### src/rtl/mux_scan_sequencer.sv
// mux_scan_sequencer: walks the select lines of an 8:1 data mux over a latched
// channel mask, waits a settle interval per select change, captures the mux
// output and offers it on a valid/ready stream tagged with its channel number.
// Single-pass or continuous (wrap-around) scanning; stop ends at pass boundary.
// Optional build macro MUX_SCAN_PARITY_EN adds o_out_parity (XOR of the sample).
module mux_scan_sequencer #(
   parameter int DATA_W     = 8,
   parameter int NUM_CH     = 8,
   parameter int SEL_W      = 3,
   parameter int SETTLE_CYC = 2
) (
   input  logic              i_clk,
   input  logic              i_rst,
   input  logic              i_start,
   input  logic              i_continuous,
   input  logic              i_stop,
   input  logic [NUM_CH-1:0] i_ch_mask,
   output logic [SEL_W-1:0]  o_select,
   input  logic [DATA_W-1:0] i_mux_data,
   output logic              o_out_valid,
   input  logic              i_out_ready,
   output logic [DATA_W-1:0] o_out_data,
   output logic [SEL_W-1:0]  o_out_ch,
   output logic              o_out_last,
`ifdef MUX_SCAN_PARITY_EN
   output logic              o_out_parity,
`endif
   output logic              o_busy,
   output logic              o_done
);

   localparam logic [3:0] LP_SETTLE = 4'(SETTLE_CYC);

   typedef enum logic [1:0] {IDLE, SETTLE, HOLD} state_t;

   state_t              r_state, w_state_nxt;
   logic [NUM_CH-1:0]   r_mask, w_mask_nxt;
   logic                r_cont, w_cont_nxt;
   logic                r_stop_pend, w_stop_pend_nxt;
   logic [3:0]          r_cnt, w_cnt_nxt;
   logic [SEL_W-1:0]    r_sel, w_sel_nxt;
   logic                r_valid, w_valid_nxt;
   logic [DATA_W-1:0]   r_data, w_data_nxt;
   logic [SEL_W-1:0]    r_ch, w_ch_nxt;
   logic                r_last, w_last_nxt;
   logic                r_done, w_done_nxt;
`ifdef MUX_SCAN_PARITY_EN
   logic                r_parity, w_parity_nxt;
`endif

   logic                w_has_next;
   logic [SEL_W-1:0]    w_next_ch;

   // Lowest set bit of a channel mask (0 when the mask is empty)
   function automatic logic [SEL_W-1:0] f_lowest(input logic [NUM_CH-1:0] m);
      f_lowest = '0;
      for (int i = NUM_CH - 1; i >= 0; i--)
         if (m[i]) f_lowest = SEL_W'(i);
   endfunction

   // Priority search for the next enabled channel strictly above the current select
   always_comb begin
      w_has_next = 1'b0;
      w_next_ch  = '0;
      for (int i = NUM_CH - 1; i >= 0; i--) begin
         if (r_mask[i] && (i > int'(r_sel))) begin
            w_has_next = 1'b1;
            w_next_ch  = SEL_W'(i);
         end
      end
   end

   // Next-state and next-register logic for the scan FSM
   always_comb begin
      w_state_nxt     = r_state;
      w_mask_nxt      = r_mask;
      w_cont_nxt      = r_cont;
      w_stop_pend_nxt = r_stop_pend;
      w_cnt_nxt       = r_cnt;
      w_sel_nxt       = r_sel;
      w_valid_nxt     = r_valid;
      w_data_nxt      = r_data;
      w_ch_nxt        = r_ch;
      w_last_nxt      = r_last;
      w_done_nxt      = 1'b0;
`ifdef MUX_SCAN_PARITY_EN
      w_parity_nxt    = r_parity;
`endif
      case (r_state)
         IDLE: begin
            // start wins over a coincident stop; an empty mask is ignored
            if (i_start && (|i_ch_mask)) begin
               w_mask_nxt      = i_ch_mask;
               w_cont_nxt      = i_continuous;
               w_stop_pend_nxt = 1'b0;
               w_sel_nxt       = f_lowest(i_ch_mask);
               w_cnt_nxt       = LP_SETTLE;
               w_state_nxt     = SETTLE;
            end
         end
         SETTLE: begin
            w_stop_pend_nxt = r_stop_pend | i_stop;
            w_cnt_nxt       = r_cnt - 4'd1;
            if (r_cnt <= 4'd1) begin
               w_cnt_nxt   = 4'd0;
               w_data_nxt  = i_mux_data;
               w_ch_nxt    = r_sel;
               w_last_nxt  = ~w_has_next;
               w_valid_nxt = 1'b1;
`ifdef MUX_SCAN_PARITY_EN
               w_parity_nxt = ^i_mux_data;
`endif
               w_state_nxt = HOLD;
            end
         end
         HOLD: begin
            w_stop_pend_nxt = r_stop_pend | i_stop;
            if (r_valid && i_out_ready) begin
               w_valid_nxt = 1'b0;
               if (w_has_next) begin
                  w_sel_nxt   = w_next_ch;
                  w_cnt_nxt   = LP_SETTLE;
                  w_state_nxt = SETTLE;
               end else if (r_cont && !(r_stop_pend || i_stop)) begin
                  // wrap: the lowest channel gets a full settle even if it equals select
                  w_sel_nxt   = f_lowest(r_mask);
                  w_cnt_nxt   = LP_SETTLE;
                  w_state_nxt = SETTLE;
               end else begin
                  w_done_nxt  = 1'b1;
                  w_state_nxt = IDLE;
               end
            end
         end
         default: w_state_nxt = IDLE;
      endcase
   end

   // State and datapath registers, synchronous active-high reset
   always_ff @(posedge i_clk) begin
      if (i_rst) begin
         r_state     <= IDLE;
         r_mask      <= '0;
         r_cont      <= 1'b0;
         r_stop_pend <= 1'b0;
         r_cnt       <= '0;
         r_sel       <= '0;
         r_valid     <= 1'b0;
         r_data      <= '0;
         r_ch        <= '0;
         r_last      <= 1'b0;
         r_done      <= 1'b0;
`ifdef MUX_SCAN_PARITY_EN
         r_parity    <= 1'b0;
`endif
      end else begin
         r_state     <= w_state_nxt;
         r_mask      <= w_mask_nxt;
         r_cont      <= w_cont_nxt;
         r_stop_pend <= w_stop_pend_nxt;
         r_cnt       <= w_cnt_nxt;
         r_sel       <= w_sel_nxt;
         r_valid     <= w_valid_nxt;
         r_data      <= w_data_nxt;
         r_ch        <= w_ch_nxt;
         r_last      <= w_last_nxt;
         r_done      <= w_done_nxt;
`ifdef MUX_SCAN_PARITY_EN
         r_parity    <= w_parity_nxt;
`endif
      end
   end

   assign o_select    = r_sel;
   assign o_out_valid = r_valid;
   assign o_out_data  = r_data;
   assign o_out_ch    = r_ch;
   assign o_out_last  = r_last;
   assign o_busy      = (r_state != IDLE);
   assign o_done      = r_done;
`ifdef MUX_SCAN_PARITY_EN
   assign o_out_parity = r_parity;
`endif

endmodule

### config.mk
export PLATFORM = sky130hd
export DESIGN_NAME = mux_scan_sequencer
export DESIGN_NICKNAME = d
export VERILOG_FILES = /design/src/rtl/mux_scan_sequencer.sv
export SDC_FILE = /design/constraint.sdc
export NUM_CORES = 1
export LEC_CHECK = 0
export BUFFER_PORTS_ARGS = -buffer_cell sky130_fd_sc_hd__buf_2
export CORE_MARGIN = 8
export CORE_UTILIZATION = 25
export DETAILED_ROUTE_END_ITERATION = 10
export GPL_ROUTABILITY_DRIVEN = 1
export PLACE_DENSITY = 0.41
export SYNTH_ARGS = -nofsm -noshare
export SYNTH_HDL_FRONTEND = slang
export SYNTH_SLANG_ARGS = --single-unit
### constraint.sdc
create_clock -name i_clk -period 2.6 [get_ports i_clk]
set_input_delay 0.52 -clock i_clk [delete_from_list [all_inputs] [get_ports i_clk]]
set_output_delay 0.52 -clock i_clk [all_outputs]
set_load 0.02 [all_outputs]
==> results.yml <==
cells_and_area:
  stdcell_area_mm2: 0.00228
  nets: 309
  fillCellCount: 839
  instances_no_fill: 380
  final_layout_size_suffix_gt1_share_pct: 22.4
  num_antenna_cells: 0
  synthToLayoutAreaGrowth_pct: 20.4
  utilization_pct: 31.2
synthesis:
  synth_seq_cells: 33
  synthCells: 245
  yosysWarnings: 0
  synth_seq_area_share_pct: 34.9
  yosys.cell_types.count: 50
  async_flop_share_pct: 0
  syn_nets: 274
  mappedNetlistArea_mm2: 0.00189
  synth_edf_count: 0
  postSynthAreaPerCell_um2: 7.72
  synthFlopType: "dfxtp_1"
worst_setup_path:
  critPathCaptureType: "register"
  r2r_slack_ns: 0.39
  worstPathRequired_ns: 2.83
  reg2reg_depth: 7
  crit_path_top_delay_cell: "or4_1"
  worst_path_most_repeated_cell: "inv_1"
  crit_path_max_incr_delay_ns: 0.53
  crit_fanout: 13
  timing.rr.start: "r_state[0]"
  crit_type: "register to register"
  endpoint: "r_cnt[3]"
  reg2reg_to: "r_cnt[3]"
  crit_path_start: "r_state[0]"
  crit_arrival_ns: 2.43
  cp_cell_sequence: "inv_1, ha_1, inv_1, o311a_1, nand2b_1, or4_1, a21oi_1"
  startpoint_type: "register"
global_routing:
  grt.total_usage_pct: 11.0
  grt_max_degree: 21
  grt_pass1_vias: 1830
  grt_pass1_wl_um: 9080
  antenna_found_initial: 0
  grt-ovfl-total: 0
pwr:
  powerDensity_mw_per_mm2: 981
  power.leakage_uw: 0.000915
  ir_worst_vdd_mv: 0.274
clock_tree:
  postCtsSetupBuffers: 0
  cts_tree: "yes"
  cts_root_buffer: "clkbuf_8"
  clock-sinks: 33
  max-clock-path-buffers: 2
  numCtsBuffers: 5
  htree_levels: 2
  insertion_delay_ns: 0.29
  path_clk_slew_ns: 0.08
die:
  fp.dieArea_mm2: 0.0106
  fp-row-count: 31
  start_util_pct: 25.9
  die_w_um: 103
  core_mm2: 0.00729
  ios: 40
  die_h_um: 103
timing:
  hold_ws_ns: 0.453
  finalCriticalPeriod_ns: 2.21
  period_share_pct: 84.8
  setup_viol: 0
  worst_pin_slew_ns: 0.646
  fmax_mhz: 453
  rsz0062_at_grt: "no"
  slew_headroom_pct: 56.4
  finalHoldViolCount: 0
  fin_skew_ns: 0.00851
  fin_tns_setup_ns: 0
  drv_slew: 0
placement:
  dp.cells: 372
  dpl_cell_area_mm2: 0.00219
  gp_congestion: 0.741
  post-dp-hpwl_um: 4070
  io_buffers: 39
detailed_routing:
  wire_per_inst_um: 14.4
  via_count: 1816
  vias_per_cell: 4.78
  drt-total-wl_um: 5470
  first_pass_iters: 4
  drtAntennaViolNets: 0
  drcViolationCount: 0
  drtIter0Drc: 105
min_path:
  holdPathStages: 2
  worstHoldStart: "o_out_data[3]"
  hold_path.class: "register to register"
flow_run:
  cap_violations: 0
run_status:
  status: "complete, no violations"
-- critical path: cells and delay by family (launching register included) --
kind                     cells  cell delay (ns)
flip-flops                   1             0.42
AND/OR/NAND/NOR              2             0.72
AO/OA/AOI/OAI                2             0.41
buffers and inverters        2             0.23
adder cells (fa/ha/maj)      1             0.36
-- area by class of cell --
cell class | instances | area (um2) | share of cell area [%]
clock buffers | 6 | 72.6 | 3.19
clock inverters | 2 | 10.0 | 0.440
inverters | 11 | 41.3 | 1.81
multi-input cells | 185 | 1140 | 49.9
flip-flops and latches | 33 | 661 | 29.0
well taps | 99 | 124 | 5.44
repair buffers | 44 | 233 | 10.2
-- timing repair --
action                     in CTS  in global routing
hold buffers                    0                  0
setup endpoints to repair       0                  2
gates resized for setup         0                  1
-- flip-flops by register name, summed over array words and instances, names as in the netlist --
name and count:
o_out_data 8, r_mask 8, r_cnt 4, o_out_ch 3, o_select 3, r_state 2, o_done 1, o_out_last 1
o_out_valid 1, r_cont 1, r_stop_pend 1
-- cell usage in the layout, fill, tap and decap left out, types with 2 or more instances in the layout --
cell,count
nor2b_1,4
inv_1,10
nor3_1,5
o31ai_1,2
buf_4,5
clkinv_2,2
buf_2,39
a21oi_1,42
o21bai_1,2
nand2_1,26
o21ai_0,5
nand4_1,2
dfxtp_1,33
or4_1,4
a21bo_1,2
o21ai_1,4
clkbuf_8,5
or3_1,2
nand3_1,22
or2_1,3
nand3b_1,2
a31oi_1,2
nand2b_1,8
o41ai_1,2
nor2_1,12
ha_1,7
a211oi_2,2
a211oi_1,2
-- power by group --
group	internal, uW	switching [uW]
logic	424	680
clock network	186	198
registers	615	131
total	1220	1010
-- routing by layer --
layer  global-route usage, %  vias to the layer above  wire length, um
met2                    17.6                       33             2630
li1                        -                      946                -
met1                    13.9                      831             2590
met5                       0                        -                0
met3                    2.77                        6              190
met4                    4.00                        0               58
-- how the worst min path moves through the flow --
stage	endpoint	slack, ns
final	o_out_data[3]	0.45
after global placement	o_out_data[3]	0.44
after detailed placement	o_out_data[3]	0.44
after CTS	o_out_data[3]	0.45
after global routing	r_cont	0.47
after floorplan	r_mask[0]	0.45
-- cell families (layout without fill, tap and decap cells) --
logic type	count (synthesis)	count (layout)	synth area share [%]
simple gates	103	103	30.0
compound gates	74	74	24.3
flops	33	33	34.9
buf+inv	27	63	5.56
fa+ha+maj	7	7	4.63
mux	1	1	0.529
-- synth_stat cells (2+ instances only) --
master    count  area (um2)
nand2_1      26        97.6
a21bo_1       2        20.0
nor3_1        6        30.0
o21bai_1      2        15.0
o31ai_1       2        15.0
nand4_1       2        12.5
o21ai_1       4        20.0
nand2b_1      8        50.1
or4_1         4        30.0
o21ai_0       5        25.0
clkbuf_1     12        45.0
nor2b_1       4        25.0
dfxtp_1      33         661
nand3b_1      2        15.0
a21oi_1      42         210
or3_1         2        12.5
a211oi_2      2        25.0
or2_1         3        18.8
ha_1          7        87.6
nor2_1       12        45.0
buf_2         3        15.0
a31oi_1       2        12.5
o41ai_1       2        17.5
a211oi_1      2        15.0
nand3_1      22         110
inv_1        10        37.5
-- metrics by stage --
step	total power, uW	setup WS, ns
global placement	1860	0.258
CTS	2250	0.165
floorplan	1530	0.545
detailed placement	1860	0.191
finish	2230	0.394
global route	2430	0.186
Power figures use the tool's default switching activity.
